`src/rtl/ctrl_seq_pkg.sv`:
```
// Shared types for the instruction sequencer: FSM states, instruction
// classes and opcode bit positions used by the control unit.
package common;

  typedef enum logic [2:0] {
    FETCH_REQ  = 3'd0,
    FETCH_WAIT = 3'd1,
    DECODE     = 3'd2,
    EXEC       = 3'd3,
    MEM_REQ    = 3'd4,
    MEM_WAIT   = 3'd5,
    WB         = 3'd6,
    ERROR      = 3'd7
  } ctrl_state_t;

  // Instruction class lives in the two most significant IR bits.
  typedef enum logic [1:0] {
    CLS_ALU = 2'b00,
    CLS_MEM = 2'b01,
    CLS_IMM = 2'b10,
    CLS_JMP = 2'b11
  } instr_class_t;

  // Opcode bit 0 selects store (1) versus load (0) for memory instructions.
  localparam int OPC_STORE_BIT = 0;

  // States in which the sequencer is waiting on the memory handshake.
  function automatic logic isMemState(input ctrl_state_t s);
    return (s == FETCH_REQ) || (s == FETCH_WAIT) ||
           (s == MEM_REQ)   || (s == MEM_WAIT);
  endfunction

endpackage

```
`src/rtl/ctrl_seq_watchdog.sv`:
```
// Handshake watchdog: counts consecutive enabled cycles and flags expiry
// on the cycle the count would reach TIMEOUT.
module ctrl_watchdog #(
  parameter int TIMEOUT = 255
) (
  input  logic clk,
  input  logic reset,
  input  logic i_clear,
  input  logic i_enable,
  output logic o_expired
);

  localparam int CNT_W = $clog2(TIMEOUT + 1);

  logic [CNT_W-1:0] r_count;

  // Cycle counter; saturates so it can never wrap back to a safe value.
  always_ff @(posedge clk) begin
    if (reset || i_clear) begin
      r_count <= '0;
    end else if (i_enable && (r_count != CNT_W'(TIMEOUT))) begin
      r_count <= r_count + CNT_W'(1);
    end
  end

  // Expiry is flagged during the TIMEOUT-th waiting cycle so the FSM leaves
  // the memory state after exactly TIMEOUT cycles.
  always_comb begin
    o_expired = i_enable && (r_count >= CNT_W'(TIMEOUT - 1));
  end

endmodule

```
`src/rtl/ctrl_seq.sv`:
```
// Multi-cycle instruction sequencer: fetches over the ready handshake,
// decodes four instruction classes, sequences execute, load/store and
// write-back, owns the program counter and trips a watchdog on a stuck bus.
module ctrl_seq
  import common::*;
#(
  parameter int DATA_W  = 32,
  parameter int ADDR_W  = 16,
  parameter int OPC_W   = 6,
  parameter int REG_AW  = 5,
  parameter int LIT_W   = 16,
  parameter int TIMEOUT = 255
) (
  input  logic              clk,
  input  logic              reset,
  input  logic              ready,
  input  logic [DATA_W-1:0] data,
  output logic              fetch,
  output logic              Valid,
  output logic              RW,
  output logic [ADDR_W-1:0] addr,
  output logic [ADDR_W-1:0] pc,
  output logic [OPC_W-1:0]  opcode,
  output logic [REG_AW-1:0] oppA,
  output logic [REG_AW-1:0] oppB,
  output logic [DATA_W-1:0] literal,
  output logic              exec_en,
  input  logic              exec_done,
  output logic              regEn,
  output logic              err
);

  ctrl_state_t       r_state;
  ctrl_state_t       w_stateNext;
  logic [DATA_W-1:0] r_ir;
  logic [ADDR_W-1:0] r_pc;
  logic [ADDR_W-1:0] w_pcNext;

  instr_class_t      w_decClass;
  logic [OPC_W-1:0]  w_decOpcode;
  logic [REG_AW-1:0] w_decOppA;
  logic [REG_AW-1:0] w_decOppB;
  logic [DATA_W-1:0] w_decLiteral;
  logic [OPC_W-1:0]  w_opcodeNext;
  logic [DATA_W-1:0] w_literalNext;

  logic              w_wdClear;
  logic              w_wdEnable;
  logic              w_wdExpired;

  // Literal extension: only the immediate-ALU class sign-extends.
  function automatic logic [DATA_W-1:0] decodeLiteral(input logic [DATA_W-1:0] ir);
    logic [LIT_W-1:0] lit;
    lit = ir[LIT_W-1:0];
    if (instr_class_t'(ir[DATA_W-1 -: 2]) == CLS_IMM) begin
      return {{(DATA_W - LIT_W){lit[LIT_W-1]}}, lit};
    end
    return {{(DATA_W - LIT_W){1'b0}}, lit};
  endfunction

  // Field slicing of the held instruction word.
  always_comb begin
    w_decClass   = instr_class_t'(r_ir[DATA_W-1 -: 2]);
    w_decOpcode  = r_ir[DATA_W-1 -: OPC_W];
    w_decOppA    = r_ir[DATA_W-1-OPC_W -: REG_AW];
    w_decOppB    = r_ir[DATA_W-1-OPC_W-REG_AW -: REG_AW];
    w_decLiteral = decodeLiteral(r_ir);
  end

  // Next state and pc; a watchdog expiry overrides any handshake progress.
  always_comb begin
    w_stateNext = r_state;
    w_pcNext    = r_pc;
    case (r_state)
      FETCH_REQ:  if (!ready) w_stateNext = FETCH_WAIT;
      FETCH_WAIT: if (ready) begin
                    w_stateNext = DECODE;
                    w_pcNext    = r_pc + ADDR_W'(1);
                  end
      DECODE: begin
        case (w_decClass)
          CLS_MEM: w_stateNext = MEM_REQ;
          CLS_JMP: begin
            w_stateNext = FETCH_REQ;
            w_pcNext    = w_decLiteral[ADDR_W-1:0];
          end
          default: w_stateNext = EXEC;
        endcase
      end
      EXEC:     if (exec_done) w_stateNext = WB;
      MEM_REQ:  if (!ready) w_stateNext = MEM_WAIT;
      MEM_WAIT: if (ready) begin
                  w_stateNext = opcode[OPC_STORE_BIT] ? FETCH_REQ : WB;
                end
      WB:       w_stateNext = FETCH_REQ;
      default:  w_stateNext = ERROR;
    endcase
    if (w_wdExpired) begin
      w_stateNext = ERROR;
      w_pcNext    = r_pc;
    end
  end

  // Memory-request outputs for MEM_REQ must see the fields being decoded now.
  always_comb begin
    w_opcodeNext  = (r_state == DECODE) ? w_decOpcode  : opcode;
    w_literalNext = (r_state == DECODE) ? w_decLiteral : literal;
    w_wdEnable    = isMemState(r_state);
    w_wdClear     = (w_stateNext != r_state);
  end

  ctrl_watchdog #(
    .TIMEOUT(TIMEOUT)
  ) u_watchdog (
    .clk      (clk),
    .reset    (reset),
    .i_clear  (w_wdClear),
    .i_enable (w_wdEnable),
    .o_expired(w_wdExpired)
  );

  // State register with Moore outputs registered from the state being entered.
  always_ff @(posedge clk) begin
    if (reset) begin
      r_state <= FETCH_REQ;
      r_pc    <= '0;
      r_ir    <= '0;
      fetch   <= 1'b0;
      Valid   <= 1'b0;
      RW      <= 1'b1;
      addr    <= '0;
      opcode  <= '0;
      oppA    <= '0;
      oppB    <= '0;
      literal <= '0;
      exec_en <= 1'b0;
      regEn   <= 1'b0;
      err     <= 1'b0;
    end else begin
      r_state <= w_stateNext;
      r_pc    <= w_pcNext;
      if ((r_state == FETCH_WAIT) && (w_stateNext == DECODE)) begin
        r_ir <= data;
      end
      if (r_state == DECODE) begin
        opcode  <= w_decOpcode;
        oppA    <= w_decOppA;
        oppB    <= w_decOppB;
        literal <= w_decLiteral;
      end
      exec_en <= (r_state == DECODE) && (w_stateNext == EXEC);
      regEn   <= (w_stateNext == WB);
      err     <= (w_stateNext == ERROR);
      case (w_stateNext)
        FETCH_REQ, FETCH_WAIT: begin
          Valid <= 1'b1;
          fetch <= 1'b1;
          RW    <= 1'b1;
          addr  <= w_pcNext;
        end
        MEM_REQ, MEM_WAIT: begin
          Valid <= 1'b1;
          fetch <= 1'b0;
          RW    <= ~w_opcodeNext[OPC_STORE_BIT];
          addr  <= w_literalNext[ADDR_W-1:0];
        end
        default: begin
          Valid <= 1'b0;
          fetch <= 1'b0;
          RW    <= 1'b1;
        end
      endcase
    end
  end

  assign pc = r_pc;

endmodule

```
`config.mk`:
```
export PLATFORM = sky130hd
export DESIGN_NAME = ctrl_seq
export DESIGN_NICKNAME = d
export VERILOG_FILES = /design/src/rtl/ctrl_seq_pkg.sv /design/src/rtl/ctrl_seq_watchdog.sv /design/src/rtl/ctrl_seq.sv
export SDC_FILE = /design/constraint.sdc
export NUM_CORES = 1
export LEC_CHECK = 0
export ABC_AREA = 0
export BUFFER_PORTS_ARGS = -buffer_cell sky130_fd_sc_hd__buf_2
export CAP_MARGIN = 20
export CELL_PAD_IN_SITES_DETAIL_PLACEMENT = 0
export CELL_PAD_IN_SITES_GLOBAL_PLACEMENT = 1
export CORE_MARGIN = 8
export CORE_UTILIZATION = 37
export CTS_BUF_LIST = sky130_fd_sc_hd__clkbuf_8
export CTS_CLUSTER_SIZE = 14
export DETAILED_ROUTE_END_ITERATION = 10
export PLACE_DENSITY = 0.74
export SLEW_MARGIN = 20
export SYNTH_ARGS = -nofsm -noshare
export SYNTH_HDL_FRONTEND = slang
export SYNTH_SLANG_ARGS = --single-unit
```
`constraint.sdc`:
```
create_clock -name clk -period 1.95 [get_ports clk]
set_input_delay 0.0975 -clock clk [delete_from_list [all_inputs] [get_ports clk]]
set_output_delay 0.0975 -clock clk [all_outputs]
set_load 0.1 [all_outputs]
```
**After elaboration in Yosys (flattened, before gate mapping)**

Cells that the tools add are included.

- Register bits after elaboration: 129
- Output and inout bits: 86
- Input port bits: 36

- Equality and inequality tests: 18
- $add $sub $neg: 2
- Reductions and logical operators: 15
- Bitwise logic cells: 2
- Magnitude comparators: 1
- Muxes and demuxes: 21

Operators by type and width:

| cell | count |
|---|---|
| 16-bit 2-to-1 mux | 4 |
| 32-bit 2-to-1 mux | 2 |
| 16-bit case mux with 2 select lines | 2 |
| 3-bit equality test, second input constant | 7 |
| 3-bit 2-to-1 mux | 7 |
| 3-bit case mux with 7 select lines | 1 |
| 16-bit by 1-bit adder with 16-bit output, second input constant | 1 |
| 3-bit by 2-bit equality test with 1-bit output, second input constant | 4 |
| 8-bit by 1-bit adder with 8-bit output, second input constant | 1 |
| 8-bit greater-or-equal comparator, second input constant | 1 |
| 8-bit != test, second input constant | 1 |
| 3-bit by 1-bit equality test with 1-bit output, second input constant | 2 |
| 3-bit zero test | 2 |
| 3-bit case mux with 2 select lines | 1 |
| 2-bit OR reduction | 3 |
| 2-bit equality test, second input constant | 2 |
| 1-bit logical AND | 4 |
| 1-bit logical OR | 4 |
| 1-bit 2-to-1 mux | 4 |
| 4-bit OR reduction | 1 |
| 3-bit != test | 1 |
| 2-bit by 1-bit equality test with 1-bit output, second input constant | 1 |
| 1-bit inverter | 2 |
| 2-bit nonzero test | 1 |

**Depth between registers and ports, before layout**

Gate-level depths: netlist (run 1).

- Depth after elaboration: 10
- Gate-level depth with buffers: 9
- Mapped depth without buffers: 7

**Cells and area by module**

From an unflattened synthesis (run 1), not the netlist that was laid out.

- Cells, all modules: 662
- Area, all modules: 5345.1 sq um

By module, submodules not included:

| module | cells an instance | instances | sequential area each (sq um) | area each (sq um) |
|---|---|---|---|---|
| ctrl_seq | 611 | 1 | 2122.0 | 4903.5 |
| ctrl_watchdog | 51 | 1 | 160.2 | 441.7 |

**Worst setup path before layout (run 1)**

OpenSTA, ideal clock, no wires.

- Path type: reg2reg
- From: register r_pc[1] (netlist: pc[1])
- To: register addr[12]
- Cell stages (with the launch flop): 7
- Data required time: 1.826 ns
- Setup slack: -0.813 ns
- Clock period less this slack: 2.763 ns
- Buffers on the path: 0
- Data arrival time: 2.639 ns
- Cell sequence: dfxtp_1 ha_1 nand3_2 or4_1 mux2_2 a211oi_2 o21ai_1

- Word-level cells in the longest chain between the ends: 5

RTL lines:

| what | line | RTL |
|---|---|---|
| start: declaration | ctrl_seq.sv:36 | `logic [ADDR_W-1:0] r_pc;` |
| start signal: assignment | ctrl_seq.sv:141 | `r_pc <= w_pcNext;` |
| 16-bit by 1-bit adder with 16-bit output | ctrl_seq.sv:78 | `w_pcNext = r_pc + ADDR_W'(1);` |
| 16-bit 2-to-1 mux | ctrl_seq.sv:76 | `FETCH_WAIT: if (ready) begin` |
| 16-bit case mux with 2 select lines | ctrl_seq.sv:74 | `case (r_state)` |
| 16-bit 2-to-1 mux | ctrl_seq.sv:98 | `if (w_wdExpired) begin` |
| 16-bit case mux with 2 select lines | ctrl_seq.sv:154 | `case (w_stateNext)` |
| end signal: assignment | ctrl_seq.sv:159 | `addr <= w_pcNext;` |
| end signal: assignment | ctrl_seq.sv:165 | `addr <= w_literalNext[ADDR_W-1:0];` |
| end: declaration | ctrl_seq.sv:21 | `output logic [ADDR_W-1:0] addr,` |

No other way between the ends.
A chain may end at the register's enable or synchronous reset.

**Final worst setup path (run 1)**

- From: register u_watchdog.r_count[0]
- To: register u_watchdog.r_count[4]

- Word-level cells in the longest chain between the ends: 5
- Elaborated cells on any way between the ends: 8
- Classes of those cells: add/sub (1); order compare (1); eq/ne (2); mux (1); reduce/logical (3)

RTL lines:

| what | line | RTL |
|---|---|---|
| start: declaration | ctrl_seq_watchdog.sv:15 | `logic [CNT_W-1:0] r_count;` |
| start signal: assignment | ctrl_seq_watchdog.sv:22 | `r_count <= r_count + CNT_W'(1);` |
| 8-bit greater-or-equal comparator | ctrl_seq_watchdog.sv:29 | `o_expired = i_enable && (r_count >= CNT_W'(TIMEOUT - 1));` |
| 1-bit logical AND | ctrl_seq_watchdog.sv:29 |  |
| 3-bit 2-to-1 mux | ctrl_seq.sv:98 |  |
| 3-bit != test | ctrl_seq.sv:109 | `w_wdClear = (w_stateNext != r_state);` |
| 1-bit logical OR | ctrl_seq_watchdog.sv:19 | `if (reset \|\| i_clear) begin` |

Parallel ways exist; a longest one is shown, timed or not.

==> results of run 1 <==
## worst max-delay path by stage
stage                                               to  depth (start not counted)
CTS                               addr[8]$_SDFFE_PP0P_                          9
global placement                  addr[9]$_SDFFE_PP0P_                          7
global route        u_watchdog.r_count[4]$_SDFFE_PP0P_                         10
detailed placement  u_watchdog.r_count[6]$_SDFFE_PP0P_                          9
finish              u_watchdog.r_count[4]$_SDFFE_PP0P_                          9
floorplan                        addr[12]$_SDFFE_PP0P_                          5
## Yosys cell counts (3+ instances only)
| cell | count | area [um^2] |
|---|---|---|
| nand2b_1 | 3 | 18.8 |
| xor2_1 | 5 | 43.8 |
| a22oi_1 | 19 | 143 |
| a221o_1 | 3 | 30.0 |
| and4_1 | 3 | 26.3 |
| a21oi_1 | 73 | 365 |
| o21ai_1 | 10 | 50.1 |
| buf_6 | 3 | 33.8 |
| and2_1 | 4 | 25.0 |
| nor4_1 | 17 | 106 |
| inv_1 | 8 | 30.0 |
| nand2_1 | 74 | 278 |
| dfxtp_1 | 114 | 2280 |
| clkbuf_1 | 22 | 82.6 |
| ha_1 | 3 | 37.5 |
| and3_1 | 6 | 37.5 |
| o22ai_1 | 7 | 43.8 |
| nor3_1 | 7 | 35.0 |
| o32ai_1 | 3 | 26.3 |
| o21ai_0 | 39 | 195 |
| buf_2 | 12 | 60.1 |
| buf_4 | 23 | 173 |
| nand3_1 | 42 | 210 |
| nor2_1 | 25 | 93.8 |
| nand4_1 | 10 | 62.6 |
| mux2i_1 | 9 | 90.1 |
## power breakdown
group / total (W) / internal, W / switching (W)
clock network: 0.00205 / 0.00112 / 0.000932
logic: 0.00135 / 0.000528 / 0.000825
registers: 0.00242 / 0.00237 / 0.0000453
## cells by family (layout without fill, tap and decap cells)
logic type      after synthesis  in the layout  synth area share, %
mux                          11             11                 2.14
buf+inv                      69            267                 7.28
simple gates                215            215                 21.8
xor+xnor                      9              9                 1.78
flops                       114            114                 43.4
fa+ha+maj                     3              3                0.714
compound gates              191            191                 22.9
## cell usage in the layout (no fill, tap or decap), types with 8 or more instances in the layout
cell           instances
a21oi_1               73
a22oi_1               15
buf_12                 8
buf_2                121
buf_4                 59
clkbuf_8              21
dfxtp_1               93
dfxtp_2                8
dfxtp_4               13
dlygate4sd3_1         32
inv_1                  8
mux2i_1                9
nand2_1               74
nand3_1               41
nand4_1               10
nor2_1                25
nor4_1                 9
o21ai_0               34
o21ai_1               15
## what timing repair did
item,CTS,global route
setup buffers,1,12
hold endpoints to repair,32,0
pin swaps,4,18
gates resized for setup,7,48
cloned,0,2
endpoints found under the setup margin,16,68
hold buffers,32,0
## per-stage QoR
step | setup TNS (ps) | total power (W) | std cells | hold slack [ps] | util, %
finish | -50.8 | 0.00582 | 990 | 103 | 53.7
global route | -349 | 0.00607 | 990 | 118 | 53.7
CTS | 0 | 0.00569 | 977 | 21.4 | 51.1
detailed placement | -378 | 0.00354 | 913 | 363 | 45.7
global placement | 0 | 0.00352 | 913 | 355 | 45.7
floorplan | -1.08 | 0.00317 | 612 | 245 | -
## worst max-delay path: cells and delay by family, from the launching register on
kind	cells	cell delay [ps]
simple gates	2	570
fa+ha+maj	1	140
buf+inv	3	370
compound gates	2	350
xor+xnor	1	140
flops	1	320
## final cells by class
type                            count  area [um^2]
Fill cell                        1264         6430
Multi-Input combinational cell    429         2830
Clock buffer                       21          289
Inverter                            8         30.0
Clock inverter                     10         83.8
Tap cell                          180          225
Timing Repair Buffer              228         1650
Sequential cell                   114         2340
## sequential cells by signal, indices dropped and copies added, names as in the netlist
register,flops
fetch,1
pc,16
r_ir,32
r_state,3
err,1
opcode,6
u_watchdog.r_count,8
exec_en,1
RW,1
addr,16
regEn,1
oppB,5
Valid,1
oppA,5
literal,17
## layer usage
layer  GRT usage, %  up-vias  part of all wire [%]
met5              0        -                     0
met4           7.65        0                   2.3
met3           5.45       31                   7.1
met2           30.3      215                    47
met1           23.6     2588                    44
li1               -     2594                     -
==> reports/qor.yml, run 1 <==
run_status:
  outcome: "finished with violations"
  violations: "setup timing"
worst_setup_path:
  path_cells: "inv_2 -> ha_4 -> o211ai_4 -> buf_6 -> o211a_1 -> or2_4 -> xnor2_4 -> buf_12 -> nor4_1"
  r2r-start: "u_watchdog.r_count[0]$_SDFFE_PP0P_"
  arrival_ps: 2330
  reg2reg_to: "u_watchdog.r_count[4]$_SDFFE_PP0P_"
  critPathSlowestCell: "dfxtp_2"
  critPathCaptureType: "flop"
  worstSetupPathType: "flop to flop"
  slowest_delay_ps: 320
  crit_required_ps: 2270
  crit_fanout: 8
  rrSetupSlack_ps: -50
  rr_worst_depth: 9
  startpoint_type: "flop"
  critPathLaunch: "u_watchdog.r_count[0]$_SDFFE_PP0P_"
routing:
  drc: 0
  dr_total_vias: 5428
  viasPerCell: 5.48
  wl_per_cell_um: 18.2
  drtPass1Iterations: 6
  drt-total-wl_um: 18100
  drt-initial-drc-count: 460
  ant_nets: 0
timing:
  fin_crit_sh_pct: 103
  slew_headroom_pct: 66.0
  fmax_mhz: 500
  fin_skew_ps: 16.3
  report.final.hold_viol_count: 0
  slew_violations: 0
  rsz0062_at_grt: "true"
  min_period_ps: 2000
  fin_ws_ps: -50.8
  worst_pin_slew_ps: 510
  setup_viol: 1
final_layout:
  drive_gt1_share_pct: 37.2
  syn_to_final_growth_pct: 41.5
  nNetsFinal: 837
  design_area_mm2: 0.00745
  antennaDiodeCount: 0
floorplan:
  initial_core_util_pct: 37.9
  die_w_um: 135
  dieArea_mm2: 0.0183
  die_y_um: 135
  placementRows: 43
  core_area_mm2: 0.0139
  io_pins: 122
yosys:
  synth-seq-area-share_pct: 43.4
  ys_ff_latch: 114
  synthesis.area_mm2: 0.00526
  syn_area_per_cell_um2: 8.60
  synth-main-ff-cell: "dfxtp_1"
  syn_inst: 612
  yosys_warnings: 0
  synth_edf_count: 0
  synth-async-reset-ratio_pct: 0
  synth_cell_type_count: 73
  syn-num-nets: 651
clock_network:
  cts_tree: "built"
  cts_buffers: 17
  cts_max_level: 4
  path_clk_slew_ps: 70
  clockBufferDepth: 2
  root_buffer: "clkbuf_8"
  insertion_delay_ps: 440
  numClockSinks: 114
global_routing:
  grt_overflow: 0
  grt_pass1_vias: 5301
  antenna_found_initial: 0
  grt_max_degree: 33
  grt_pass1_wl_um: 27600
  grt_usage_pct: 19.0
placement:
  hpwl_um: 12500
  placed_cell_area_mm2: 0.00634
  place_congestion: 0.923
  dpl_worst_slack_ps: -111
  io_buffers: 121
min_path:
  holdPathStages: 2
  hp-start: "reset"
  whs_endpoint: "pc[1]$_SDFF_PP0_"
  holdCritPathClass: "input port to flop"
power_and_ir_drop:
  leakagePower_nw: 2.98
  ir_worst_vdd_mv: 0.519
  power_density_mw_per_mm2: 782
run:
  maxCapViolations: 0
No activity file was read; power rests on OpenSTA's default activity.
==> run 2: changes to the inputs <==
ABC_AREA = 1   (was 0)
CORE_UTILIZATION = 36   (was 37)
PLACE_DENSITY = 0.75   (was 0.74)
REMOVE_ABC_BUFFERS = 1   (was not set)
==> run 2 against run 1 <==
Against the previous run: die area up 5.6%; cell count up 16%; clock skew is 4.3 ps lower; synthesized area up 3.5%; synthesized cell count up 27%; largest cell class unchanged; first-iteration DRC count decreased by 47%; power grew 8.7%; fmax increased by 6.8%; sequential power is 2% higher; the flow now finishes without violations; highest routed layer unchanged; critical path type unchanged; critical endpoint is now r_ir[12]$_SDFFE_PP0P_; cell area shrank 0.54%; combinational power shrank 9%.
==> reports/qor.yml, run 2 <==
run_status:
  outcome: "finished, final reports clean"
routing:
  drc: 0
  wl_per_cell_um: 15.5
  drtPass1Iterations: 4
  ant_nets: 0
  dr_total_vias: 5488
  drt-initial-drc-count: 245
  viasPerCell: 4.78
  drt-total-wl_um: 17800
final_layout:
  fin_util_pct: 49.5
  largestRegisters: "r_ir: 32 flops, literal: 17 flops"
  syn_to_final_growth_pct: 36.0
  fillCellCount: 1530
  final_cell_mix: "nand2_1, buf_2, dfxtp_1"
  largest_reg_flops: 32
  layout_commonest_cell: "nand2_1"
  antennaDiodeCount: 0
  drive_gt1_share_pct: 27.4
  multi_input_area_mm2: 0.00267
  regMostFlops: "r_ir"
  nNetsFinal: 986
  seq_area_mm2: 0.00229
min_path:
  whs_endpoint: "r_ir[17]$_SDFFE_PP0P_"
  hp-start: "reset"
  holdPathStages: 3
  holdCritPathClass: "input port to flop"
timing:
  worst_pin_slew_ps: 568
  fin_hold_ws_ps: 142
  fin_skew_ps: 12.0
  rsz0062_at_grt: "true"
  fmax_mhz: 534
  slew_headroom_pct: 62.1
  slew_violations: 0
  setup_viol: 0
  fin_crit_sh_pct: 96.1
  report.final.hold_viol_count: 0
  min_period_ps: 1870
floorplan:
  die_y_um: 139
  die_w_um: 139
  dieArea_mm2: 0.0193
  placementRows: 45
  core_area_mm2: 0.0150
  initial_core_util_pct: 36.4
  io_pins: 122
yosys:
  yosysMostFrequentCell: "nand2_1"
  synth_top_area_share_pct: 41.9
  synth_edf_count: 0
  syn_area_per_cell_um2: 7.03
  synth_cell_type_count: 37
  synth-main-ff-cell: "dfxtp_1"
  yosys_warnings: 0
  syn_inst: 775
  synth-async-reset-ratio_pct: 0
  ys_ff_latch: 114
  synth_top_cell_by_area: "dfxtp_1"
  synth_area_leaders: "dfxtp_1, nand2_1, a21oi_1, o21ai_0, nor2_1"
  synthesis.area_mm2: 0.00545
  synthTopCellsByCount: "nand2_1, dfxtp_1, nor2_1"
  synth-seq-area-share_pct: 41.9
worst_setup_path:
  crit_fanout: 8
  startpoint_type: "flop"
  r2r-start: "u_watchdog.r_count[0]$_SDFFE_PP0P_"
  rrSetupSlack_ps: 80
  rr_worst_depth: 13
  arrival_ps: 2220
  critPathCaptureType: "flop"
  reg2reg_to: "r_ir[12]$_SDFFE_PP0P_"
  crit_required_ps: 2300
  worstSetupPathType: "flop to flop"
clock_network:
  path_clk_slew_ps: 80
  cts_buffers: 17
  root_buffer: "clkbuf_8"
  clockBufferDepth: 2
  numClockSinks: 114
  cts_max_level: 4
  cts_tree: "built"
  insertion_delay_ps: 450
global_routing:
  antenna_found_initial: 0
  grt_pass1_vias: 5463
  grt_overflow: 0
  grt_max_degree: 61
  grt_pass1_wl_um: 27800
  grt_usage_pct: 17.7
placement:
  place_congestion: 0.823
  hpwl_um: 12000
  io_buffers: 121
power_and_ir_drop:
  p_total_w: 0.00633
  leakagePower_nw: 3.47
  power_density_mw_per_mm2: 855
  ir_worst_vdd_mv: 0.465
run:
  maxCapViolations: 0
run 2: final cells by class:
class,instances,area share [%]
clock buffers,17,3.16
clock inverters,15,3.11
inverters,68,3.58
multi-input cells,539,36.0
flip-flops and latches,114,30.9
well taps,188,3.18
repair buffers,207,20.1
run 2: metal layers:
metal	track usage [%]	vias up	wire length, um
met1	21.5	2530	8040
met4	4.16	0	167
li1	-	2829	-
met3	5.16	18	964
met2	30.4	111	8620
met5	0	-	0
run 2: cell families (layout without fill, tap and decap cells):
group	after synthesis	in the layout	synth area share, %
multiplexers	4	4	0.735
adder cells (fa/ha/maj)	3	3	0.689
XOR/XNOR	8	8	1.63
buffers and inverters	122	307	10.8
AND/OR/NAND/NOR	401	401	32.8
AO/OA/AOI/OAI	123	123	11.4
flip-flops	114	114	41.9
run 2: stage by stage:
| step | setup WS, ps | TNS (ps) | std cells | instance area (um^2) |
|---|---|---|---|---|
| final | 76.8 | 0 | 1148 | 7410 |
| after global routing | -46.2 | -451 | 1148 | 7410 |
| after CTS | 28.1 | 0 | 1138 | 7130 |
| after detailed placement | -93.9 | -602 | 1074 | 6340 |
| after global placement | -45.6 | -283 | 1074 | 6340 |
| after floorplan | -9280 | -177450 | 721 | 5120 |
run 2: worst max-delay path by stage:
stage / startpoint / endpoint / slack, ps / cells after the start
floorplan: literal[30]$_SDFFE_PP0P_ / literal[30]$_SDFFE_PP0P_ / -9280 / 2
global route: u_watchdog.r_count[0]$_SDFFE_PP0P_ / r_ir[13]$_SDFFE_PP0P_ / -50 / 14
finish: u_watchdog.r_count[0]$_SDFFE_PP0P_ / r_ir[12]$_SDFFE_PP0P_ / 80 / 13
CTS: u_watchdog.r_count[0]$_SDFFE_PP0P_ / r_ir[5]$_SDFFE_PP0P_ / 30 / 12
global placement: u_watchdog.r_count[0]$_SDFFE_PP0P_ / addr[1]$_SDFFE_PP0P_ / -50 / 11
detailed placement: u_watchdog.r_count[0]$_SDFFE_PP0P_ / addr[1]$_SDFFE_PP0P_ / -90 / 11
run 2: report_power, final:
| part | switching, W | leakage, nW | internal [W] |
|---|---|---|---|
| clock network | 0.00110 | 0.223 | 0.00153 |
| logic | 0.000810 | 2.32 | 0.000421 |
| registers | 0.0000550 | 0.923 | 0.00241 |
| total | 0.00196 | 3.47 | 0.00437 |
run 2: repair_timing:
action,in CTS,in global routing
pin swaps,0,9
gates cloned,0,6
gates resized for setup,2,43
hold buffers,32,0
endpoints found under the hold margin,32,0
setup endpoints to repair,15,58
setup buffers,0,4
run 2: critical path, stage by stage (launching register included):
cell	delay (ps)
dfxtp_2	340
inv_2	70
ha_4	120
inv_2	30
nand2_2	50
nand2_2	70
nor3_4	240
nor2_4	70
nand2_4	100
buf_12	120
nand3_4	180
clkbuf_16	250
nor2_1	90
nor2_1	50
